### src/rtl/fifo_rr_arbiter.sv
// Round-robin burst read scheduler: drains N_REQ upstream FIFOs into one downstream FIFO.
// Optional macro ARB_PRIO0_EN: requester 0 wins every arbitration while it is non-empty.
module fifo_rr_arbiter #(
  parameter int N_REQ     = 4,
  parameter int WORD_SIZE = 6,
  parameter int BURST_LEN = 4,
  parameter int IDX_L     = 2,
  parameter int CNT_L     = 3
) (
  input  logic                       clk,
  input  logic                       reset,
  input  logic [N_REQ-1:0]           fifo_empty,
  input  logic [N_REQ*WORD_SIZE-1:0] fifo_data,
  input  logic                       out_almost_full,
  output logic [N_REQ-1:0]           fifo_rd,
  output logic                       out_wr,
  output logic [WORD_SIZE-1:0]       out_data,
  output logic [N_REQ-1:0]           grant,
  output logic                       idle
);

  typedef enum logic [1:0] {IDLE, SERVE, PAUSE} state_t;

  state_t               state_q, state_d;
  logic [N_REQ-1:0]     grant_q, grant_d;
  logic [IDX_L-1:0]     owner_q, owner_d;
  logic [IDX_L-1:0]     rr_ptr_q, rr_ptr_d;
  logic [IDX_L-1:0]     pop_idx_q, pop_idx_d;
  logic [CNT_L-1:0]     burst_cnt_q, burst_cnt_d;
  logic                 out_wr_q, out_wr_d;
  logic [WORD_SIZE-1:0] hold_q, hold_d;

  logic [WORD_SIZE-1:0] word [N_REQ];
  logic [N_REQ-1:0]     rd;
  logic [IDX_L:0]       cand;
  logic                 win_found;
  logic [IDX_L-1:0]     win_idx;
  logic                 ptr_upd;

  genvar gi;
  generate
    for (gi = 0; gi < N_REQ; gi++) begin : g_slice
      assign word[gi] = fifo_data[gi*WORD_SIZE +: WORD_SIZE];
    end
  endgenerate

  // Scan rr_ptr+1 .. rr_ptr+N_REQ; the current pointer holder is therefore considered last.
  always_comb begin
    win_found = 1'b0;
    win_idx   = '0;
    cand      = '0;
    for (int k = 1; k <= N_REQ; k++) begin
      cand = {1'b0, rr_ptr_q} + (IDX_L+1)'(k);
      if (cand >= (IDX_L+1)'(N_REQ)) cand = cand - (IDX_L+1)'(N_REQ);
      if (!win_found && !fifo_empty[cand[IDX_L-1:0]]) begin
        win_found = 1'b1;
        win_idx   = cand[IDX_L-1:0];
      end
    end
`ifdef ARB_PRIO0_EN
    if (!fifo_empty[0]) begin
      win_found = 1'b1;
      win_idx   = '0;
    end
    ptr_upd = (win_idx != '0);
`else
    ptr_upd = 1'b1;
`endif
  end

  always_comb begin
    state_d     = state_q;
    grant_d     = grant_q;
    owner_d     = owner_q;
    rr_ptr_d    = rr_ptr_q;
    burst_cnt_d = burst_cnt_q;
    rd          = '0;
    case (state_q)
      IDLE: begin
        if (win_found) begin
          state_d     = SERVE;
          grant_d     = {{(N_REQ-1){1'b0}}, 1'b1} << win_idx;
          owner_d     = win_idx;
          burst_cnt_d = '0;
          if (ptr_upd) rr_ptr_d = win_idx;
        end
      end
      SERVE: begin
        if (!fifo_empty[owner_q] && !out_almost_full && burst_cnt_q < CNT_L'(BURST_LEN)) begin
          rd[owner_q] = 1'b1;
          burst_cnt_d = burst_cnt_q + CNT_L'(1);
        end
        if (fifo_empty[owner_q] || burst_cnt_q == CNT_L'(BURST_LEN)) begin
          burst_cnt_d = '0;
          if (win_found) begin
            state_d = SERVE;
            grant_d = {{(N_REQ-1){1'b0}}, 1'b1} << win_idx;
            owner_d = win_idx;
            if (ptr_upd) rr_ptr_d = win_idx;
          end else begin
            state_d = IDLE;
            grant_d = '0;
          end
        end else if (out_almost_full) begin
          state_d = PAUSE;
        end
      end
      PAUSE: begin
        if (!out_almost_full) state_d = SERVE;
      end
      default: state_d = IDLE;
    endcase
    if (reset) rd = '0;
  end

  // Upstream data_out is registered, so the popped word is valid one cycle after the strobe.
  assign out_wr_d  = |rd;
  assign pop_idx_d = (|rd) ? owner_q : pop_idx_q;
  assign out_data  = out_wr_q ? word[pop_idx_q] : hold_q;
  assign hold_d    = out_data;

  always_ff @(posedge clk) begin
    if (reset) begin
      state_q     <= IDLE;
      grant_q     <= '0;
      owner_q     <= '0;
      rr_ptr_q    <= IDX_L'(N_REQ - 1);
      pop_idx_q   <= '0;
      burst_cnt_q <= '0;
      out_wr_q    <= 1'b0;
      hold_q      <= '0;
    end else begin
      state_q     <= state_d;
      grant_q     <= grant_d;
      owner_q     <= owner_d;
      rr_ptr_q    <= rr_ptr_d;
      pop_idx_q   <= pop_idx_d;
      burst_cnt_q <= burst_cnt_d;
      out_wr_q    <= out_wr_d;
      hold_q      <= hold_d;
    end
  end

  assign fifo_rd = rd;
  assign out_wr  = out_wr_q;
  assign grant   = grant_q;
  assign idle    = (state_q == IDLE);

endmodule

### config.mk
export PLATFORM = sky130hd
export DESIGN_NAME = fifo_rr_arbiter
export DESIGN_NICKNAME = d
export VERILOG_FILES = /design/src/rtl/fifo_rr_arbiter.sv
export SDC_FILE = /design/constraint.sdc
export NUM_CORES = 1
export LEC_CHECK = 0
export BUFFER_PORTS_ARGS = -buffer_cell sky130_fd_sc_hd__buf_2
export CORE_MARGIN = 2
export CORE_UTILIZATION = 52
export DETAILED_ROUTE_END_ITERATION = 10
export GPL_TIMING_DRIVEN = 0
export PLACE_DENSITY_LB_ADDON = 0.15
export SKIP_LAST_GASP = 1
export SLEW_MARGIN = 0
export SYNTH_ARGS = -nofsm -noshare
export SYNTH_HDL_FRONTEND = slang
export SYNTH_SLANG_ARGS = --single-unit
### constraint.sdc
create_clock -name clk -period 5 [get_ports clk]
set_input_delay 1.25 -clock clk [delete_from_list [all_inputs] [get_ports clk]]
set_output_delay 1.25 -clock clk [all_outputs]
set_load 0.05 [all_outputs]
### After elaboration in Yosys (flattened, before gate mapping)

Cells that the tools add are included.

| storage, ports and cells | value |
|---|---|
| register bits after elaboration | 22 |
| bits of input ports | 31 |
| output and inout port bits | 16 |
| word-level logic and storage cells | 111 |

| operators by class | value |
|---|---|
| add/subtract/negate cells | 9 |
| $lt $le $gt $ge | 12 |
| eq/ne operators | 8 |
| shifts and indexed selects | 1 |
| multiplexer cells | 51 |
| bitwise logic cells | 1 |
| reduce and logical (&&, ||, !) cells | 21 |

Operators by type and width:

| kind | count |
|---|---|
| $mux W2 | 16 |
| $mux W4 | 6 |
| $mux W6 | 3 |
| $ge A3 B3 Y1 const B | 5 |
| $lt A2 B3 Y1 const B | 5 |
| $bmux W6 S2 | 1 |
| $mux W1 | 11 |
| $bmux W1 S2 | 5 |
| $mux W3 | 3 |
| $reduce_and A3 Y1 | 3 |
| $pmux W2 S2 | 2 |
| $pmux W4 S2 | 1 |
| $sub A2 B1 Y2 const B | 4 |
| $logic_not A1 Y1 | 7 |
| $add A2 B2 Y3 const B | 2 |
| $logic_and A1 B1 Y1 | 6 |
| $ne A3 B3 Y1 const B | 2 |
| $pmux W2 S3 | 1 |
| $pmux W3 S2 | 1 |
| $ne A2 B2 Y1 const B | 2 |
| $reduce_or A4 Y1 | 1 |
| $shl A1 B2 Y4 const A | 1 |
| $add A2 B1 Y3 const B | 1 |
| $add A2 B3 Y3 const B | 1 |
| 13 further kinds | 13 |

### Longest topological paths before layout

| depth | value |
|---|---|
| depth after elaboration | 18 |
| mapped depth | 6 |
| mapped depth without buffers | 6 |

### Worst setup path before layout

No wires, ideal clock.

| path | value |
|---|---|
| path kind | in2out |
| start point | input port fifo_empty[3] |
| end point | output port fifo_rd[0] |
| arrival time | 2877 ps |
| required time | 3750 ps |
| setup slack | 873 ps |
| cell stages on the path | 4 |
| buffers on the path | 0 |
| cells stage by stage | mux4_2 nor4b_2 nand2_1 nor2_1 |

| on the way | value |
|---|---|
| longest elaborated chain between the ends | 8 |

Ends and longest elaborated chain:

| what | RTL line | RTL |
|---|---|---|
| start: declaration | 12 | `input logic [N_REQ-1:0] fifo_empty,` |
| $bmux W1 S2 | 89 | `if (!fifo_empty[owner_q] && !out_almost_full && burst_cnt_q < CNT_L'(BURST_LEN)) begin` |
| $mux W1 (implied by the code) | 89 |  |
| $logic_not A1 Y1 | 89 |  |
| $logic_and A1 B1 Y1 (2 in a row) | 89 |  |
| $mux W4 | 89 |  |
| $mux W4 | 78 | `case (state_q)` |
| $mux W4 | 113 | `if (reset) rd = '0;` |
| end: declaration | 15 | `output logic [N_REQ-1:0] fifo_rd,` |

Every way passes these cells. The select of a mux whose other input is x is not followed.

### Worst setup path in the final report

| path | value |
|---|---|
| start point | input port fifo_empty[3] |
| end point | output port fifo_rd[3] |

Same word-level chain as after synthesis.

==> out/results.tsv <==
stage	metric	value	unit
finish	final-seq-area	440	um2
sta	worst_slew_pin_tran	0.571	ns
yosys	synth_top_family_by_area	simple AND/OR/NAND/NOR gates	
floorplanning	die_height	52.7	um
yosys	syn_nets	159	
hold_path	holdPathStages	1	
finish	layout.cells.most_common	sky130_fd_sc_hd__buf_2	
critical_path	r2r_start	owner_q[1]$_SDFFE_PP0P_	
clocking	cts_post_setup_buffers_inserted	0	
clocking	cts_htree_levels	1	
placement	place_congestion	0.902	
finish	num-fill-cells	199	
status	status	complete, no violations	
power_and_ir_drop	switching_power	0.000153	W
yosys	yosys_warnings	0	
power_and_ir_drop	leakage	0.669	nW
floorplanning	floorplan.rows	17	
routing	detailedRoute.firstIterationViolations	23	
clocking	clockBufferDepth	2	
grt	antenna_found_initial	0	
critical_path	required	3.75	ns
finish	most_used_cells_in_the_layout_excluding_fill_and_tap_cells	sky130_fd_sc_hd__buf_2, sky130_fd_sc_hd__dfxtp_1, sky130_fd_sc_hd__nor2_1, sky130_fd_sc_hd__nor2b_1, sky130_fd_sc_hd__a21oi_1	
routing	detailed_router_iteration_count_before_antenna_repair	4	
floorplanning	die_area	2780	um2
grt	grt_max_degree	12	
yosys	seq_area_frac_synth	35.7	%
yosys	synthAdderAreaFrac	2.03	%
critical_path	worst-endpoint-arrival	2.91	ns
yosys	synth-compound-area-share	17.0	%
critical_path	critPathKind	primary input to output pin	
clocking	clock-root-buffer	sky130_fd_sc_hd__clkbuf_4	
finish	antenna_diodes	0	
sta	peak_clock_frequency_supported_by_timing	0.241	GHz
finish	design.final.nets	210	
sta	setup_total_negative_slack	0	ns
power_and_ir_drop	netSwitchingFraction	35.8	%
placement	dpl_hpwl	2220	um
clocking	cts-resized-gates	0	
sta	finalCritPeriodShare	83.2	%
power_and_ir_drop	clkPwrFrac	18.2	%
grt	grt_pass1_wl	4490	um
clocking	cts_hold_buffers	0	
floorplanning	placeableCoreArea	2230	um2
finish	drive_above_1_share	39.4	%
placement	number_of_placed_instances_with_taps_included	200	
sta	holdWs	0.479	ns
sta	timing.clock.skew	0.00533	ns
yosys	post_synth_inst_count	126	
critical_path	startpoint_type	primary input	
sta	final_period_minus_worst_setup_slack	4.16	ns
yosys	post_synth_simple_gate_area	22.2	%
sta	timing.final.hold_violations	0	
yosys	synth.ff_latch_count	22	
clocking	cts_num_sinks	22	
clocking	tritoncts.num_buffers	3	
grt	grt_pass1_vias	1083	
finish	final_cell_count_no_fill	203	
yosys	mappedNetlistArea	1230	um2
floorplanning	top_level_ports	47	
hold_path	min_to	grant[3]$_SDFFE_PP0P_	
power_and_ir_drop	intPower	0.000274	W
critical_path	r2r_slack	3.07	ns
clocking	insertion_delay	0.30	ns
grt	gr-total-overflow	0	
routing	finalWirelength	2810	um
hold_path	hold_start	grant[3]$_SDFFE_PP0P_	
critical_path	end_kind	output pin	
floorplanning	initial_core_util	55.2	%
routing	drc	0	
grt	groute.usage.overall	21.8	%
sta	worst_slew_margin_rel	61.9	%
sta	unrepaired_setup_endpoints_after_global_routing	false	
floorplanning	die_x	52.7	um
finish	multiInputGateArea	753	um2
clocking	cts_tree	done	
yosys	post_synth_num_cell_types	42	
yosys	mux_contribution_to_synthesized_area	19.9	%
yosys	xor_xnor_portion_of_the_synthesized_cell_area	0	%
placement	dp_worst_setup_slack	0.830	ns
routing	wire_per_inst	13.8	um
sta	post-route-worst-setup-slack	0.842	ns
clocking	path_clk_slew	0.12	ns
finish	area_growth_syn_to_layout	23.4	%
critical_path	crit_path_max_fanout	9	
sta	setup_viol	0	
routing	antenna_left	0	
yosys	mean_area_per_synthesized_cell	9.78	um2
power_and_ir_drop	power.share.sequential	47.2	%
power_and_ir_drop	power_frac_comb	34.6	%
sta	maxSlewViolCount	0	
critical_path	r2r_cells	5	
power_and_ir_drop	power.density	281	nW/um2
power_and_ir_drop	largest_vdd_supply_drop	190	uV
job	cap_viol_max_count	0	
placement	buffer_ports.inserted	46	
routing	route.vias.total	1146	
routing	route.detailed.vias_per_inst	5.65	
hold_path	timing.hold.worst.class	register to register	
critical_path	crit-reg2reg-capture	grant[1]$_SDFFE_PP0P_	
-- per-stage QoR --
step	utilization, %	total power [W]	instance area (um2)
after floorplan	-	0.000313	1230
after detailed placement	67.1	0.000353	1500
after CTS	68.1	0.000428	1520
after global routing	68.1	0.000449	1520
after global placement	67.1	0.000348	1500
final	68.1	0.000427	1520
-- layer usage --
metal | up-vias | GRT usage, % | wire length, um
met3 | 2 | 5.43 | 229
met5 | - | 0 | 0
met2 | 45 | 39.6 | 1370
met4 | 0 | 5.13 | 10
met1 | 530 | 25.4 | 1200
li1 | 569 | - | -
-- Yosys cell counts --
library cell,count,share of area (%)
sky130_fd_sc_hd__a211o_1,2,1.4
sky130_fd_sc_hd__a211oi_1,1,0.61
sky130_fd_sc_hd__a21bo_2,1,0.81
sky130_fd_sc_hd__a21o_1,2,1.2
sky130_fd_sc_hd__a21oi_1,8,3.2
sky130_fd_sc_hd__a21oi_2,1,0.71
sky130_fd_sc_hd__a221oi_1,1,0.71
sky130_fd_sc_hd__a22o_1,2,1.4
sky130_fd_sc_hd__a2bb2oi_1,1,0.71
sky130_fd_sc_hd__a31oi_1,2,1.0
sky130_fd_sc_hd__a32o_1,2,1.6
sky130_fd_sc_hd__a41oi_1,1,0.71
sky130_fd_sc_hd__and2_1,1,0.51
sky130_fd_sc_hd__and3_1,2,1.0
sky130_fd_sc_hd__and4_1,1,0.71
sky130_fd_sc_hd__buf_1,1,0.30
sky130_fd_sc_hd__buf_2,1,0.41
sky130_fd_sc_hd__clkbuf_1,4,1.2
sky130_fd_sc_hd__dfxtp_1,22,36
sky130_fd_sc_hd__ha_1,2,2.0
sky130_fd_sc_hd__inv_1,4,1.2
sky130_fd_sc_hd__mux2_2,6,5.5
sky130_fd_sc_hd__mux2i_1,2,1.6
sky130_fd_sc_hd__mux4_2,7,13
sky130_fd_sc_hd__nand2_1,6,1.8
sky130_fd_sc_hd__nand2b_1,5,2.5
sky130_fd_sc_hd__nand3_1,3,1.2
sky130_fd_sc_hd__nor2_1,9,2.7
sky130_fd_sc_hd__nor2b_1,8,4.1
sky130_fd_sc_hd__nor3_1,4,1.6
sky130_fd_sc_hd__nor3b_1,1,0.61
sky130_fd_sc_hd__nor4_1,2,1.0
sky130_fd_sc_hd__nor4_2,1,1.0
sky130_fd_sc_hd__nor4b_2,1,1.2
sky130_fd_sc_hd__o21a_1,1,0.61
sky130_fd_sc_hd__o21ai_0,2,0.81
sky130_fd_sc_hd__o21ai_2,1,0.71
sky130_fd_sc_hd__o21bai_1,1,0.61
sky130_fd_sc_hd__or2_1,1,0.51
sky130_fd_sc_hd__or2_2,1,0.51
sky130_fd_sc_hd__or3_1,1,0.51
sky130_fd_sc_hd__or4_1,1,0.61
-- state kept, by name, indices dropped and copies added, names as in the netlist --
register     count
pop_idx_q        2
grant            4
owner_q          2
hold_q           6
out_wr           1
burst_cnt_q      3
state_q          2
rr_ptr_q         2
-- power groups by stage --
stage | clock network (W) | registers (W) | logic [W]
floorplan | 0 | 0.000220 | 0.0000931
global placement | 0 | 0.000205 | 0.000143
detailed placement | 0 | 0.000205 | 0.000147
CTS | 0.0000788 | 0.000201 | 0.000148
global route | 0.0000849 | 0.000204 | 0.000160
finish | 0.0000779 | 0.000201 | 0.000148
-- cell type report --
class                           count  share of cell area (%)
Buffer                              6                    1.56
Clock buffer                        3                    1.48
Inverter                            4                   0.988
Multi-Input combinational cell     94                    49.5
Sequential cell                    22                    29.0
Tap cell                           28                    2.30
Timing Repair Buffer               46                    15.1
-- cell families after synthesis --
| family | after synthesis |
|---|---|
| AO/OA/AOI/OAI | 29 |
| adder cells (fa/ha/maj) | 2 |
| buffers and inverters | 10 |
| flip-flops | 22 |
| multiplexers | 15 |
| AND/OR/NAND/NOR | 48 |
-- how the worst max path moves through the flow --
stage	start	to
floorplan	fifo_empty[3]	fifo_rd[0]
global placement	fifo_empty[3]	fifo_rd[3]
global route	fifo_empty[3]	fifo_rd[3]
finish	fifo_empty[3]	fifo_rd[3]
detailed placement	fifo_empty[3]	fifo_rd[3]
CTS	fifo_empty[3]	fifo_rd[3]
-- worst max-delay path, cell delays in order --
cell and delay [ns]:
sky130_fd_sc_hd__buf_2 0.14, sky130_fd_sc_hd__mux4_2 0.60, sky130_fd_sc_hd__nor4b_2 0.42, sky130_fd_sc_hd__and3_1 0.23, sky130_fd_sc_hd__buf_2 0.26
No activity file was read; power rests on OpenSTA's default activity.
